==> config.mk <==
export PLATFORM = sky130hd
export DESIGN_NAME = dcache_ctrl_assoc_flat
export DESIGN_NICKNAME = d
export VERILOG_FILES = /design/src/rtl/dcache_ctrl_assoc_pkg.sv /design/src/rtl/dcache_ctrl_assoc_if.sv /design/src/rtl/dcache_ctrl_assoc_victim_sel.sv /design/src/rtl/dcache_ctrl_assoc.sv /design/src/flat_wrapper.sv
export SDC_FILE = /design/constraint.sdc
export NUM_CORES = 1
export LEC_CHECK = 0
export BUFFER_PORTS_ARGS = -buffer_cell sky130_fd_sc_hd__clkbuf_2
export CORE_UTILIZATION = 35
export CTS_BUF_LIST = sky130_fd_sc_hd__clkbuf_16
export DETAILED_ROUTE_END_ITERATION = 16
export MAX_ROUTING_LAYER = met4
export PLACE_DENSITY_LB_ADDON = 0.2
export SYNTH_ARGS = -nofsm -noshare
export SYNTH_HDL_FRONTEND = slang
export SYNTH_SLANG_ARGS = --single-unit
==> constraint.sdc <==
create_clock -name clk -period 1.6 [get_ports clk]
set_input_delay 0.32 -clock clk [delete_from_list [all_inputs] [get_ports clk]]
set_output_delay 0.32 -clock clk [all_outputs]
set_load 0.05 [all_outputs]
==> src/rtl/dcache_ctrl_assoc_pkg.sv <==
// rtl/dcache_ctrl_assoc_pkg.sv - shared types and width helpers for the associative dcache controller
package lc3b_types;

    typedef enum logic [2:0] {
        IDLE,
        WRITEBACK,
        READIN,
        TAGLOAD,
        NOALLOC,
        ERROR
    } dcache_state_t;

    // Index width for an n-entry selector; never narrower than one bit.
    function automatic int unsigned idx_width(input int unsigned n);
        return (n <= 1) ? 1 : $clog2(n);
    endfunction

endpackage

==> src/rtl/dcache_ctrl_assoc_if.sv <==
// rtl/dcache_ctrl_assoc_if.sv - CPU, pmem and array-control signals of the dcache controller
interface dcache_ctrl_assoc_if
    import lc3b_types::*;
#(
    parameter int unsigned WAYS        = 2,
    parameter int unsigned BURST_BEATS = 4
);
    localparam int unsigned WW = idx_width(WAYS);
    localparam int unsigned BW = idx_width(BURST_BEATS);

    logic            mem_read;
    logic            mem_write;
    logic [WAYS-1:0] hit_vec;
    logic [WAYS-1:0] valid_vec;
    logic [WAYS-1:0] dirty_vec;
    logic [WW-1:0]   lru_way;
    logic            pmem_resp;
    logic            pmem_read;
    logic            pmem_write;
    logic [BW-1:0]   pmem_beat;
    logic            pmem_addr_sel;
    logic [WW-1:0]   way_sel;
    logic            data_we;
    logic            fill_we;
    logic            tag_load;
    logic            dirty_set;
    logic            lru_update;
    logic            mem_resp;
    logic            err;

    modport master (
        input  mem_read, mem_write, hit_vec, valid_vec, dirty_vec, lru_way, pmem_resp,
        output pmem_read, pmem_write, pmem_beat, pmem_addr_sel, way_sel, data_we,
               fill_we, tag_load, dirty_set, lru_update, mem_resp, err
    );

    modport slave (
        output mem_read, mem_write, hit_vec, valid_vec, dirty_vec, lru_way, pmem_resp,
        input  pmem_read, pmem_write, pmem_beat, pmem_addr_sel, way_sel, data_we,
               fill_we, tag_load, dirty_set, lru_update, mem_resp, err
    );

endinterface

==> src/rtl/dcache_ctrl_assoc_victim_sel.sv <==
// rtl/dcache_ctrl_assoc_victim_sel.sv - hit index, multi-hit detect and replacement victim choice
module dcache_victim_sel
    import lc3b_types::*;
#(
    parameter int unsigned WAYS = 2,
    parameter int unsigned WW   = idx_width(WAYS)
) (
    input  logic [WAYS-1:0] valid_vec_i,
    input  logic [WAYS-1:0] hit_vec_i,
    input  logic [WW-1:0]   lru_way_i,
    output logic [WW-1:0]   victim_o,
    output logic [WW-1:0]   hit_idx_o,
    output logic            multi_hit_o
);
    int unsigned n_hits;

    // Walk from the top so the lowest-index invalid way wins.
    always_comb begin
        victim_o  = lru_way_i;
        hit_idx_o = '0;
        n_hits    = 0;
        for (int i = WAYS - 1; i >= 0; i--) begin
            if (!valid_vec_i[i]) victim_o = WW'(i);
            if (hit_vec_i[i]) begin
                hit_idx_o = WW'(i);
                n_hits    = n_hits + 1;
            end
        end
        multi_hit_o = (n_hits > 1);
    end

endmodule

==> src/rtl/dcache_ctrl_assoc.sv <==
// rtl/dcache_ctrl_assoc.sv - write-back set-associative L1 dcache control FSM with burst line transfers
module dcache_ctrl_assoc
    import lc3b_types::*;
#(
    parameter int unsigned WAYS           = 2,
    parameter int unsigned BURST_BEATS    = 4,
    parameter bit          WRITE_ALLOCATE = 1'b1
) (
    input  logic           clk,
    input  logic           rst_n,
    dcache_ctrl_assoc_if.master bus
);
    localparam int unsigned   WW        = idx_width(WAYS);
    localparam int unsigned   BW        = idx_width(BURST_BEATS);
    localparam logic [BW-1:0] LAST_BEAT = BW'(BURST_BEATS - 1);

    dcache_state_t state_q, state_d;
    logic [BW-1:0] cnt_q, cnt_d;
    logic [WW-1:0] victim_q, victim_d;
    logic [WW-1:0] victim_idx, hit_idx;
    logic          multi_hit, req, last_beat;

    dcache_victim_sel #(.WAYS(WAYS), .WW(WW)) u_victim_sel (
        .valid_vec_i (bus.valid_vec),
        .hit_vec_i   (bus.hit_vec),
        .lru_way_i   (bus.lru_way),
        .victim_o    (victim_idx),
        .hit_idx_o   (hit_idx),
        .multi_hit_o (multi_hit)
    );

    assign req       = bus.mem_read | bus.mem_write;
    assign last_beat = (cnt_q == LAST_BEAT);

    always_ff @(posedge clk or negedge rst_n) begin
        if (!rst_n) begin
            state_q  <= IDLE;
            cnt_q    <= '0;
            victim_q <= '0;
        end else begin
            state_q  <= state_d;
            cnt_q    <= cnt_d;
            victim_q <= victim_d;
        end
    end

    always_comb begin
        state_d           = state_q;
        cnt_d             = cnt_q;
        victim_d          = victim_q;
        bus.pmem_read     = 1'b0;
        bus.pmem_write    = 1'b0;
        bus.pmem_beat     = '0;
        bus.pmem_addr_sel = 1'b0;
        bus.way_sel       = victim_q;
        bus.data_we       = 1'b0;
        bus.fill_we       = 1'b0;
        bus.tag_load      = 1'b0;
        bus.dirty_set     = 1'b0;
        bus.lru_update    = 1'b0;
        bus.mem_resp      = 1'b0;
        bus.err           = (state_q == ERROR);

        case (state_q)
            IDLE: begin
                bus.way_sel = hit_idx;
                if (req) begin
                    if (multi_hit) begin
                        state_d = ERROR;
                    end else if (|bus.hit_vec) begin
                        bus.mem_resp   = 1'b1;
                        bus.lru_update = 1'b1;
                        bus.data_we    = bus.mem_write;
                        bus.dirty_set  = bus.mem_write;
                    end else if (bus.mem_write && !WRITE_ALLOCATE) begin
                        state_d = NOALLOC;
                    end else begin
                        victim_d = victim_idx;
                        state_d  = (bus.valid_vec[victim_idx] && bus.dirty_vec[victim_idx])
                                   ? WRITEBACK : READIN;
                    end
                end
            end
            WRITEBACK: begin
                bus.pmem_write    = 1'b1;
                bus.pmem_addr_sel = 1'b1;
                bus.pmem_beat     = cnt_q;
                if (bus.pmem_resp) begin
                    cnt_d = last_beat ? '0 : cnt_q + BW'(1);
                    if (last_beat) state_d = READIN;
                end
            end
            READIN: begin
                bus.pmem_read = 1'b1;
                bus.pmem_beat = cnt_q;
                bus.fill_we   = bus.pmem_resp;
                if (bus.pmem_resp) begin
                    cnt_d = last_beat ? '0 : cnt_q + BW'(1);
                    if (last_beat) state_d = TAGLOAD;
                end
            end
            TAGLOAD: begin
                bus.tag_load = 1'b1;
                state_d      = IDLE;
            end
            NOALLOC: begin
                bus.pmem_write = 1'b1;
                if (bus.pmem_resp) begin
                    bus.mem_resp = 1'b1;
                    state_d      = IDLE;
                end
            end
            ERROR: ;
            default: state_d = IDLE;
        endcase

        // Outputs are forced quiet for the whole time reset is held.
        if (!rst_n) begin
            bus.pmem_read     = 1'b0;
            bus.pmem_write    = 1'b0;
            bus.pmem_beat     = '0;
            bus.pmem_addr_sel = 1'b0;
            bus.way_sel       = '0;
            bus.data_we       = 1'b0;
            bus.fill_we       = 1'b0;
            bus.tag_load      = 1'b0;
            bus.dirty_set     = 1'b0;
            bus.lru_update    = 1'b0;
            bus.mem_resp      = 1'b0;
            bus.err           = 1'b0;
        end
    end

endmodule
==> src/flat_wrapper.sv <==
// flat-port wrapper written by rule: the top's interface ports become plain ports
module dcache_ctrl_assoc_flat import lc3b_types::*;
#(
    parameter int unsigned WAYS           = 2,
    parameter int unsigned BURST_BEATS    = 4,
    parameter bit          WRITE_ALLOCATE = 1'b1
)
  (clk, rst_n, bus_mem_read, bus_mem_write, bus_hit_vec, bus_valid_vec, bus_dirty_vec, bus_lru_way, bus_pmem_resp, bus_pmem_read, bus_pmem_write, bus_pmem_beat, bus_pmem_addr_sel, bus_way_sel, bus_data_we, bus_fill_we, bus_tag_load, bus_dirty_set, bus_lru_update, bus_mem_resp, bus_err);
  dcache_ctrl_assoc_if #(.WAYS(WAYS), .BURST_BEATS(BURST_BEATS)) bus_i ();
  input  logic clk;
  input  logic rst_n;
  input wire logic [$bits(bus_i.mem_read)-1:0] bus_mem_read;
  input wire logic [$bits(bus_i.mem_write)-1:0] bus_mem_write;
  input wire logic [$bits(bus_i.hit_vec)-1:0] bus_hit_vec;
  input wire logic [$bits(bus_i.valid_vec)-1:0] bus_valid_vec;
  input wire logic [$bits(bus_i.dirty_vec)-1:0] bus_dirty_vec;
  input wire logic [$bits(bus_i.lru_way)-1:0] bus_lru_way;
  input wire logic [$bits(bus_i.pmem_resp)-1:0] bus_pmem_resp;
  output wire logic [$bits(bus_i.pmem_read)-1:0] bus_pmem_read;
  output wire logic [$bits(bus_i.pmem_write)-1:0] bus_pmem_write;
  output wire logic [$bits(bus_i.pmem_beat)-1:0] bus_pmem_beat;
  output wire logic [$bits(bus_i.pmem_addr_sel)-1:0] bus_pmem_addr_sel;
  output wire logic [$bits(bus_i.way_sel)-1:0] bus_way_sel;
  output wire logic [$bits(bus_i.data_we)-1:0] bus_data_we;
  output wire logic [$bits(bus_i.fill_we)-1:0] bus_fill_we;
  output wire logic [$bits(bus_i.tag_load)-1:0] bus_tag_load;
  output wire logic [$bits(bus_i.dirty_set)-1:0] bus_dirty_set;
  output wire logic [$bits(bus_i.lru_update)-1:0] bus_lru_update;
  output wire logic [$bits(bus_i.mem_resp)-1:0] bus_mem_resp;
  output wire logic [$bits(bus_i.err)-1:0] bus_err;
  assign bus_i.mem_read = bus_mem_read;
  assign bus_i.mem_write = bus_mem_write;
  assign bus_i.hit_vec = bus_hit_vec;
  assign bus_i.valid_vec = bus_valid_vec;
  assign bus_i.dirty_vec = bus_dirty_vec;
  assign bus_i.lru_way = bus_lru_way;
  assign bus_i.pmem_resp = bus_pmem_resp;
  assign bus_pmem_read = bus_i.pmem_read;
  assign bus_pmem_write = bus_i.pmem_write;
  assign bus_pmem_beat = bus_i.pmem_beat;
  assign bus_pmem_addr_sel = bus_i.pmem_addr_sel;
  assign bus_way_sel = bus_i.way_sel;
  assign bus_data_we = bus_i.data_we;
  assign bus_fill_we = bus_i.fill_we;
  assign bus_tag_load = bus_i.tag_load;
  assign bus_dirty_set = bus_i.dirty_set;
  assign bus_lru_update = bus_i.lru_update;
  assign bus_mem_resp = bus_i.mem_resp;
  assign bus_err = bus_i.err;
  dcache_ctrl_assoc #(.WAYS(WAYS), .BURST_BEATS(BURST_BEATS), .WRITE_ALLOCATE(WRITE_ALLOCATE)) u_core (.clk(clk), .rst_n(rst_n), .bus(bus_i));
endmodule
==> qor.txt <==
status: finished, violations left
failing checks: DRC, setup timing
post-synth cell types: 32
fin area: 1292 um^2
cts hold-fix bufs: 0
GP Congestion: 0.8110
initial core utilization: 39.17%
Reg clk slew, reported paths: 0.03 ns
H-tree lvl count: 1
Post-Syn Nets: 90
final net count: 136
sequential share of the synthesized area: 24.59%
number of DRC markers in iteration 0: 8
Reg power frac: 13.5%
r2r endpoint: u_core.cnt_q[0]$_DFFE_PN0P_
syn avg cell area: 8.251 um^2
count of final hold-check violations: 0
area share of the largest cell type after synthesis: 24.59%
core area: 1559 um^2
full die area: 1915 um^2
combinational power share: 70.2%
Final Cycle Share: 114.0%
CP Class: reg2out
peak supply drop: 0.001316 V
chip height: 43.77 um
Final HPWL DP: 1.186 mm
Mapped Cells: 74
final wirelength: 1.922 mm
TritonCTS Sinks: 6
Hold Path Class: in2async
max_cap viols: 0
RR Startpoint: u_core.state_q[1]$_DFFE_PN0P_
fill count: 96
Max Slew Vio Count: 0
Cell Area, Synth: 610.6 um^2
post-layout util: 82.91%
CTS tree: yes
DR vias: 686
internal cell power: 1.406 mW
root buffer cell: clkbuf_16
drt pass-1 iters: 10
Remaining Overflow, GRT: 0
LEAKAGE: 0.5885 nW
area leader, netlist: dfrtp_1
routed length per instance: 14.34 um
vias in the first global route: 686
vias per inst: 5.119
initial antenna violation count: 0
CP Launch Type: flip-flop
CTS buffer count: 3
Arr. time, crit path: 1.50 ns
clock share of power: 16.2%
sw frac: 42.29%
Worst-Skew Late Latency: 0.22 ns
placed inst area: 895.9 um^2
# DRC: 2
R2R cell count: 5
power per cell area: 1885 nW/um^2
share of layout cells above drive strength 1: 75.42%
critical path data required time: 1.28 ns
diodes inserted: 0
Register Area: 153.9 um^2
Psw: 1.030 mW
Tmin final: 1.825 ns
Die W: 43.77 um
Total Power: 2.436 mW
Post-DRT Antenna Nets: 0
maximum clock path buffer count: 2
area occupied by multi-input gates: 560.5 um^2
setup violators final: 12
largest net degree at the start of global routing: 8
post-route worst setup slack: -0.2247 ns
f_max: 548.0 MHz
unrepaired setup endpoints after global routing: true
non-filler cells, final: 134
Yosys warning total: 0
cell total after placement: 124
worst slew pin tran: 0.2435 ns
num rows: 14
io pins: 25
Area Growth Syn to Fin: 111.7%
Clock Skew: 0.0007469 ns
PortBufs: 24
relative slew slack: 83.77%
ranking of synthesized cells by area: dfrtp_1 25%, ha_1 8.2%, nor2_1 6.8%, mux2_4 4.9%, buf_6 3.7%
crit end category: output port
reg2reg setup slack: 0.11 ns
FF+latch count, synth: 6
worst-path maximum fanout: 5
first-pass GRT wire length: 2.884 mm
GR Util All Layers: 21.39%
synthesized netlist by cell type (all sizes together):
cell / number
a31oi: 1
nor3: 6
o211ai: 1
nand3: 1
a21oi: 4
ha: 4
nor2: 12
o21ai: 3
and2: 3
o2111a: 1
mux2: 2
inv: 7
and3: 1
dfrtp: 6
and2b: 1
mux2i: 2
nor2b: 2
nand2: 6
nor3b: 2
xnor2: 1
a22o: 1
or3: 2
buf: 4
o2bb2ai: 1
layout make-up:
type                    instances  area share [%]
multi-input cells              57           43.37
repair buffers                 45           35.14
flip-flops and latches          6           11.91
clock buffers                   3           5.808
inverters                       7           2.227
well taps                      16           1.549
metal layers:
layer  GRT usage, %  up-vias  share of wire (%)
met5              -        -                  0
met4          7.500        0                2.2
met3          3.750        4                2.5
met2          39.70       22                 57
met1          22.22      319                 38
li1               -      341                  -
state kept, by name, indices dropped and copies added (netlist names):
register and cells:
u_core.state_q 3, u_core.victim_q 1, u_core.cnt_q 2
worst max-delay path, cell delays in order, from the launching register on:
cell     delay, ns
dfrtp_2       0.44
and2b_4       0.28
nor2_4        0.04
nor3b_2       0.21
and2_4        0.19
buf_12        0.13
cell usage in the layout, fill, tap and decap left out, types with 2 or more instances in the layout:
cell	count
dfrtp_2	3
nor3_2	2
clkbuf_16	5
o21ai_0	2
mux2_4	2
nor2_2	2
buf_6	5
buf_8	7
nand2_1	3
nor2_4	6
clkbuf_2	11
mux2i_1	2
inv_2	3
ha_1	3
buf_4	16
or3_1	2
a21oi_2	3
inv_1	3
nor3_4	4
clkbuf_8	2
buf_12	2
nor3b_2	2
nand2_2	2
dfrtp_1	3
nor2_1	4
and2_4	3
power by group through the flow:
stage          Clock, mW  Sequential [mW]  Combinational (mW)
2_1_floorplan          0            0.265               0.894
3_3_place_gp           0            0.292                1.16
3_5_place_dp           0            0.297                1.18
4_1_cts            0.398            0.319                1.44
5_1_grt            0.408            0.336                1.81
6_report           0.395            0.330                1.71
how the worst max path moves through the flow:
stage | startpoint | slack (ns) | endpoint
6_report | u_core.state_q[1]$_DFFE_PN0P_ | -0.22 | bus_pmem_beat[1]
3_5_place_dp | bus_hit_vec[0] | -0.16 | bus_mem_resp
2_1_floorplan | u_core.state_q[2]$_DFFE_PN0P_ | -0.40 | bus_pmem_addr_sel
5_1_grt | u_core.state_q[1]$_DFFE_PN0P_ | -0.27 | bus_pmem_beat[0]
3_3_place_gp | bus_hit_vec[0] | -0.13 | bus_mem_resp
4_1_cts | u_core.state_q[1]$_DFFE_PN0P_ | -0.18 | bus_pmem_beat[1]
cell families after synthesis:
kind of cell | count (synthesis) | share of synthesized area [%]
simple gates | 36 | 34.22
compound gates | 12 | 13.32
buf+inv | 11 | 10.04
flops | 6 | 24.59
mux | 4 | 8.197
fa+ha+maj | 4 | 8.197
xor+xnor | 1 | 1.435
through the flow:
stage | hold slack (ns) | setup TNS [ns] | setup slack (ns)
after floorplan | 0.02441 | -1.248 | -0.3962
after global routing | 0.2147 | -1.785 | -0.2661
after global placement | 0.3666 | -0.3841 | -0.1334
after CTS | 0.1783 | -1.154 | -0.1780
after detailed placement | 0.3678 | -0.4945 | -0.1587
final | 0.1987 | -1.332 | -0.2247
what timing repair did:
item,4_1_cts,5_1_grt
gates resized for setup,47,21
pin swaps,5,10
endpoints found under the setup margin,13,13
setup buffers,2,5
gates cloned,0,0
Power figures use the tool's default switching activity.
